`src/rtl/ps2_mouse_init_seq.sv`:
```
// PS/2 mouse initialisation sequencer: frames each command of a fixed init
// table, hands it to the host-to-device transmitter, checks the device reply
// and retries a step on transmit error, NAK, wrong byte or reply timeout.
module ps2_mouse_init_seq #(
    parameter logic [7:0]  SAMPLE_RATE = 8'd200,
    parameter logic [7:0]  RESOLUTION  = 8'd3,
    parameter int unsigned ACK_TIMEOUT = 1_000_000,
    parameter int unsigned BAT_TIMEOUT = 50_000_000,
    parameter int unsigned MAX_RETRY   = 3
) (
    input  logic        qzt_clk,
    input  logic        reset,
    input  logic        start,
    output logic [10:0] tx_data,
    output logic        tx_send,
    input  logic        tx_ok,
    input  logic        tx_err,
    input  logic [7:0]  rx_byte,
    input  logic        rx_valid,
    output logic        busy,
    output logic        done,
    output logic        fail,
    output logic [2:0]  step,
    output logic [1:0]  retry_cnt
);

    localparam int unsigned TIMER_W = 27;
    localparam int unsigned STEP_W  = 3;
    localparam int unsigned RETRY_W = 2;
    localparam int unsigned FRAME_W = 11;

    localparam logic [TIMER_W-1:0] ACK_LAST   = TIMER_W'(ACK_TIMEOUT - 1);
    localparam logic [TIMER_W-1:0] BAT_LAST   = TIMER_W'(BAT_TIMEOUT - 1);
    localparam logic [RETRY_W-1:0] RETRY_MAX  = RETRY_W'(MAX_RETRY);
    localparam logic [STEP_W-1:0]  LAST_STEP  = STEP_W'(5);
    localparam logic [FRAME_W-1:0] FRAME_IDLE = 11'h7FF;

    localparam logic [7:0] BYTE_ACK = 8'hFA;
    localparam logic [7:0] BYTE_BAT = 8'hAA;
    localparam logic [7:0] BYTE_ID  = 8'h00;

    typedef enum logic [3:0] {
        S_IDLE,
        S_LOAD,
        S_SEND,
        S_WAIT_TX,
        S_WAIT_ACK,
        S_WAIT_BAT,
        S_WAIT_ID,
        S_RETRY,
        S_NEXT,
        S_DONE,
        S_FAIL
    } state_e;

    state_e               state_q,     state_d;
    logic [FRAME_W-1:0]   tx_data_q,   tx_data_d;
    logic                 tx_send_q,   tx_send_d;
    logic                 busy_q,      busy_d;
    logic                 done_q,      done_d;
    logic                 fail_q,      fail_d;
    logic [STEP_W-1:0]    step_q,      step_d;
    logic [RETRY_W-1:0]   retry_q,     retry_d;
    logic [TIMER_W-1:0]   timer_q,     timer_d;

    // Init command table: reset, set sample rate, set resolution, enable reporting
    function automatic logic [7:0] table_byte(input logic [STEP_W-1:0] idx);
        case (idx)
            3'd0:    table_byte = 8'hFF;
            3'd1:    table_byte = 8'hF3;
            3'd2:    table_byte = SAMPLE_RATE;
            3'd3:    table_byte = 8'hE8;
            3'd4:    table_byte = RESOLUTION;
            default: table_byte = 8'hF4;
        endcase
    endfunction

    // Frame: start 0, data LSB first, odd parity, stop 1 (bit 0 goes out first)
    function automatic logic [FRAME_W-1:0] cmd_frame(input logic [7:0] b);
        cmd_frame = {1'b1, ~^b, b, 1'b0};
    endfunction

    // Next-state and registered-output computation
    always_comb begin
        state_d   = state_q;
        tx_data_d = tx_data_q;
        tx_send_d = tx_send_q;
        busy_d    = busy_q;
        done_d    = done_q;
        fail_d    = fail_q;
        step_d    = step_q;
        retry_d   = retry_q;
        timer_d   = timer_q;

        case (state_q)
            S_IDLE, S_DONE, S_FAIL: begin
                if (start) begin
                    state_d = S_LOAD;
                    step_d  = '0;
                    retry_d = '0;
                    done_d  = 1'b0;
                    fail_d  = 1'b0;
                    busy_d  = 1'b1;
                end
            end
            S_LOAD: begin
                tx_data_d = cmd_frame(table_byte(step_q));
                tx_send_d = 1'b1;
                state_d   = S_SEND;
            end
            S_SEND: begin
                state_d = S_WAIT_TX;
            end
            S_WAIT_TX: begin
                if (tx_ok) begin
                    tx_send_d = 1'b0;
                    timer_d   = '0;
                    state_d   = tx_err ? S_RETRY : S_WAIT_ACK;
                end
            end
            S_WAIT_ACK: begin
                timer_d = timer_q + TIMER_W'(1);
                if (rx_valid) begin
                    timer_d = '0;
                    if (rx_byte == BYTE_ACK) begin
                        state_d = (step_q == '0) ? S_WAIT_BAT : S_NEXT;
                    end else begin
                        state_d = S_RETRY;
                    end
                end else if (timer_q == ACK_LAST) begin
                    state_d = S_RETRY;
                end
            end
            S_WAIT_BAT: begin
                timer_d = timer_q + TIMER_W'(1);
                if (rx_valid) begin
                    timer_d = '0;
                    state_d = (rx_byte == BYTE_BAT) ? S_WAIT_ID : S_RETRY;
                end else if (timer_q == BAT_LAST) begin
                    state_d = S_RETRY;
                end
            end
            S_WAIT_ID: begin
                timer_d = timer_q + TIMER_W'(1);
                if (rx_valid) begin
                    timer_d = '0;
                    state_d = (rx_byte == BYTE_ID) ? S_NEXT : S_RETRY;
                end else if (timer_q == BAT_LAST) begin
                    state_d = S_RETRY;
                end
            end
            S_RETRY: begin
                if (retry_q == RETRY_MAX) begin
                    state_d = S_FAIL;
                    fail_d  = 1'b1;
                    busy_d  = 1'b0;
                end else begin
                    retry_d = retry_q + RETRY_W'(1);
                    state_d = S_LOAD;
                end
            end
            S_NEXT: begin
                if (step_q == LAST_STEP) begin
                    state_d = S_DONE;
                    done_d  = 1'b1;
                    busy_d  = 1'b0;
                end else begin
                    step_d  = step_q + STEP_W'(1);
                    retry_d = '0;
                    state_d = S_LOAD;
                end
            end
            default: begin
                state_d = S_IDLE;
            end
        endcase
    end

    // State and output registers with synchronous reset
    always_ff @(posedge qzt_clk) begin
        if (reset) begin
            state_q   <= S_IDLE;
            tx_data_q <= FRAME_IDLE;
            tx_send_q <= 1'b0;
            busy_q    <= 1'b0;
            done_q    <= 1'b0;
            fail_q    <= 1'b0;
            step_q    <= '0;
            retry_q   <= '0;
            timer_q   <= '0;
        end else begin
            state_q   <= state_d;
            tx_data_q <= tx_data_d;
            tx_send_q <= tx_send_d;
            busy_q    <= busy_d;
            done_q    <= done_d;
            fail_q    <= fail_d;
            step_q    <= step_d;
            retry_q   <= retry_d;
            timer_q   <= timer_d;
        end
    end

    assign tx_data   = tx_data_q;
    assign tx_send   = tx_send_q;
    assign busy      = busy_q;
    assign done      = done_q;
    assign fail      = fail_q;
    assign step      = step_q;
    assign retry_cnt = retry_q;

endmodule

```
`config.mk`:
```
export PLATFORM = sky130hd
export DESIGN_NAME = ps2_mouse_init_seq
export DESIGN_NICKNAME = d
export VERILOG_FILES = /design/src/rtl/ps2_mouse_init_seq.sv
export SDC_FILE = /design/constraint.sdc
export NUM_CORES = 1
export LEC_CHECK = 0
export BUFFER_PORTS_ARGS = -buffer_cell sky130_fd_sc_hd__buf_2
export CAP_MARGIN = 20
export CORE_UTILIZATION = 45
export CTS_CLUSTER_SIZE = 25
export DETAILED_ROUTE_END_ITERATION = 16
export GPL_TIMING_DRIVEN = 0
export PLACE_DENSITY = 0.76
export RECOVER_POWER = 100
export SLEW_MARGIN = 20
export SYNTH_ARGS = -nofsm -noshare
export SYNTH_HDL_FRONTEND = slang
export SYNTH_SLANG_ARGS = --single-unit
```
`constraint.sdc`:
```
create_clock -name qzt_clk -period 3.4 [get_ports qzt_clk]
set_input_delay 0.85 -clock qzt_clk [delete_from_list [all_inputs] [get_ports qzt_clk]]
set_output_delay 0.85 -clock qzt_clk [all_outputs]
set_load 0.01 [all_outputs]
```
# After elaboration in Yosys (flattened, before gate mapping)
# Cells that the tools add are included.
# W data, S select, Z words.
# totals
wordCells	96
input_bits	14
output_inout_bits	20
register_bits	50
# op_classes
muxes	38
n_addsub	3
n_eq_ne	27
n_reduce_logical	19
# op_table
op	count
$mux W27	2
$pmux W27 S2	1
$mux W4	12
$pmux W8 S5	1
$pmux W4 S9	1
$add A27 B1 Y27 const B	1
$eq A27 B20 Y1 const B	1
$eq A27 B26 Y1 const B	1
$eq A4 B3 Y1 const B	4
$eq A8 B8 Y1 const B	2
$eq A4 B4 Y1 const B	3
$ne A2 B2 Y1 const B	6
$reduce_and A3 Y1	4
$eq A4 B2 Y1 const B	2
$logic_not A8 Y1	1
$mux W1	8
$mux W2	4
$mux W8	1
$reduce_and A4 Y1	2
$reduce_bool A2 Y1	4
$reduce_xnor A8 Y1	1
$eq A3 B2 Y1 const B	2
$eq A3 B3 Y1 const B	2
$mux W3	2
other kinds (15)	19

# Depth between registers and ports, before layout
# logic_depth
word_depth	5
depth_mapped	8
mapped_depth_nobuf	7

# Worst setup path after synthesis
# No wires, ideal clock.
# synth_path
path_kind	in2reg
start	in rx_byte[0]
end	reg state_q[0]
t_arrival_ns	2.183
path_buffers	0
setup_time_ns	0.130
slack_ns	1.087
required_ns	3.270
cell_stages	5
path_cell_list	or3b_4 or4_1 a311oi_1 o211a_1 o31ai_1
# synth_between
elab_chain_cells	4
word_cells_on_any_way	10
cone_classes	2 x eq/ne; 7 x mux; 1 x reduce/logical
# synth_lines
item	line	source
start, declared	18	input logic [7:0] rx_byte,
$eq A8 B8 Y1, or another cell as far along	138	state_d = (rx_byte == BYTE_BAT) ? S_WAIT_ID : S_RETRY;
$mux W1, or another cell as far along	138	
$mux W4, on equally long branches	136, 123, 145	
$pmux W4 S9 (*)	95	case (state_q)
end signal, assigned	192	state_q <= state_d;
end, declared	56	state_e state_q, state_d;
# Every way passes the cells marked *; elsewhere a longest branch is shown, timed or not.
# A chain may end at the register's enable or synchronous reset.

# Final worst setup path
# layout_path
start	reg state_q[1]
end	reg timer_q[26]
# layout_between
elab_chain_cells	4
word_cells_on_any_way	9
cone_classes	5 x eq/ne; 1 x mux; 3 x reduce/logical
# layout_lines
item	line	source
$eq A4 B3 Y1	95	
$reduce_or A3 Y1 (no line)	n/a	
$reduce_bool A2 Y1 (no line)	n/a	
$reduce_and A2 Y1 (no line)	n/a	
end signal, assigned	200	timer_q <= timer_d;
end, declared	64	logic [TIMER_W-1:0] timer_q, timer_d;
# Parallel ways exist; a longest one is shown, timed or not.

==> reports/qor.txt <==
status: complete, no violations
Post-Syn Instances: 381
total grt overflow: 0
CTS H-tree lvls: 2
worst slack at placement: 841 ps
largest net degree at the start of global routing: 17
power per cell area: 507 nW/um^2
Total GRT Usage: 21.2%
crit start category: flip-flop
Antenna diodes: 0
vias in the first global route: 2395
Placement Cell Area: 3110 um^2
Leakage: 1.09 nW
Reg2Reg Launch Point: state_q[1]
area delta synth->final: 12.5%
Sw Pwr: 0.555 mW
RSZ-0062 raised after global routing: no
Post-synth EDFFs: 0
Switching Share: 34.0%
predominant post-synthesis flop cell: dfxtp_1
Post-Syn Nets: 402
TNS Setup: 0 ps
I/O Buffers: 31
final worst setup slack: 1090 ps
Seq/Total Area, Yosys: 33.6%
Worst-Margin Slew: 884 ps
post-layout min period: 2310 ps
Mean Syn Cell Area: 7.52 um^2
CP Max Fanout: 10
largest vdd supply drop: 0.000288 V
HP Start: tx_data[0]
Max Buffers Root-to-Sink: 2
Initial Utilization: 47.5%
Iter 0 DRT Violations: 140
drt drc: 0
Die Y: 81.8 um
Max Slew Vio Count: 0
CTS Buf Count: 5
CTS Root Cell: clkbuf_8
min-delay worst type: flip-flop to flip-flop
clock power share: 30.6%
total internal power: 1.08 mW
endpoint type of the worst setup path: flip-flop
Vias/cell: 5.84
post-CTS setup buffers: 0
Die ar.: 6690 um^2
fin nets: 440
Worst Setup SP: state_q[1]
Cell Area, Synth: 2860 um^2
Comb pwr share: 29.8%
Wirelength per Cell: 14.2 um
number of synthesized register bits: 48
top cells by area, synth: dfxtp_1 34%, a21oi_1 5.8%, nand2_1 5.8%, o21ai_0 5.6%, nor2_1 4.2%
Placer Congestion: 0.876
Detailed Place HPWL: 5.11 mm
final wirelength: 7.05 mm
max frequency: 433 MHz
Final Cell Area: 3220 um^2
clock-pin slew on the worst setup and hold paths: 100 ps
first-pass GRT wire length: 11.1 mm
Vias: 2890
layout cells sized above 1: 8.33%
core area: 6030 um^2
Rel. slew slack: 40.6%
# clock sinks: 48
CTS tree: built
ANT nets after route: 0
critical path data arrival time: 2540 ps
latest clock arrival within the worst-skew pair: 310 ps
FFs w/ async S/R, synth: 0%
Hold Vio Cnt, Final: 0
PostCTS Resize Cnt: 0
area leader, netlist: dfxtp_1
Tot Pwr: 1.63 mW
Synth Warn #: 0
Setup Skew: 15.4 ps
I/O Pins: 34
post-synth top area share: 33.6%
unique cell type count in the Yosys netlist: 58
sequential share of power: 39.5%
Hold-fix buffers, CTS: 0
TritonRoute pass-1 iters: 4
Worst Path Required: 3630 ps
final worst path period share: 67.9%
initial antenna violation count: 0
# Max-Cap Violations: 0
crit path kind: flip-flop to flip-flop
# rows: 28
setup violators final: 0
die width: 81.8 um
[sequential cells by signal, indices dropped and copies added (netlist names)]
signal / flops
timer_q: 27
tx_data: 8
state_q: 4
step: 3
retry_cnt: 2
busy: 1
done: 1
fail: 1
tx_send: 1
[area by class of cell]
class / instances / area [um^2]
Tap cell: 75 / 93.8
Multi-Input combinational cell: 294 / 1740
Timing Repair Buffer: 31 / 131
Sequential cell: 48 / 961
Buffer: 22 / 98.8
Fill cell: 606 / 2800
Inverter: 17 / 63.8
Clock inverter: 3 / 68.8
Clock buffer: 5 / 68.8
[cells in the final DEF (no fill, tap or decap), types with 4 or more instances in the layout]
master     n
or4_1      5
xor2_1     5
nor2_1    32
buf_2     16
or3_1      6
dfxtp_1   48
nand2b_1   8
a21oi_1   33
nor3_1    10
nand4_1    9
clkbuf_1  34
ha_1       7
nand3_1   19
nor4_1     8
clkbuf_8   5
inv_1     17
a311oi_1   4
nand2_1   44
and3_1     5
o21ai_0   32
[power by group through the flow]
stage               registers (mW)  clock network [mW]  logic, mW
global route                 0.652               0.530      0.548
detailed placement           0.657                   0      0.488
global placement             0.655                   0      0.486
floorplan                    0.664                   0      0.346
finish                       0.646               0.501      0.487
CTS                          0.644               0.511      0.489
[final timing paths]
path | to | slack [ps] | cells past startpoint
hold / removal | tx_data[0] | 450 | 2
setup / recovery | timer_q[26] | 1090 | 6
hold reg to reg | tx_data[0] | 450 | 2
setup reg to reg | timer_q[26] | 1090 | 6
[layer usage]
metal,routed length (um),global-route usage [%]
met1,3300,28.1
met2,3300,34.2
met3,278,3.89
met4,172,7.72
met5,0,0
[kinds of logic after synthesis]
kind of cell | count (synthesis) | synth area share, %
AO/OA/AOI/OAI | 106 | 23.0
XOR/XNOR | 7 | 2.14
adder cells (fa/ha/maj) | 7 | 3.06
buffers and inverters | 39 | 5.72
flip-flops | 48 | 33.6
multiplexers | 2 | 0.743
other | 1 | 0.131
AND/OR/NAND/NOR | 171 | 31.7
[cell usage after synthesis (3+ instances only)]
library cell / instances
a21oi_1: 33
dfxtp_1: 48
nand4b_1: 3
nand2b_1: 8
nor3_2: 3
o21ai_0: 32
nor2_1: 32
o21a_1: 3
o22ai_1: 3
nor3_1: 10
nor4_1: 8
nand3b_1: 3
xor2_1: 5
a311oi_1: 4
or3_1: 6
ha_1: 7
buf_2: 5
clkbuf_1: 14
nand3_1: 19
nor3b_1: 3
and2_1: 4
buf_4: 3
and3_1: 5
inv_1: 17
a31oi_1: 3
o21bai_1: 3
nand4_1: 9
o31a_1: 3
nand2_1: 44
or4_1: 5
[metrics by stage]
| stage | std cells | util [%] | hold slack [ps] |
|---|---|---|---|
| floorplan | 381 | - | 436 |
| global placement | 487 | 51.7 | 426 |
| detailed placement | 487 | 51.7 | 433 |
| CTS | 495 | 53.9 | 453 |
| global route | 495 | 53.5 | 496 |
| finish | 495 | 53.5 | 455 |
[worst max-delay path: stages, from the launching register on]
cell and delay [ps]:
dfxtp_1 450, clkbuf_1 350, a21boi_0 180, o21bai_1 700, nand2_1 200, and2_0 210
a2bb2oi_1 160
Note: power is estimated with default switching activity, not from simulation.
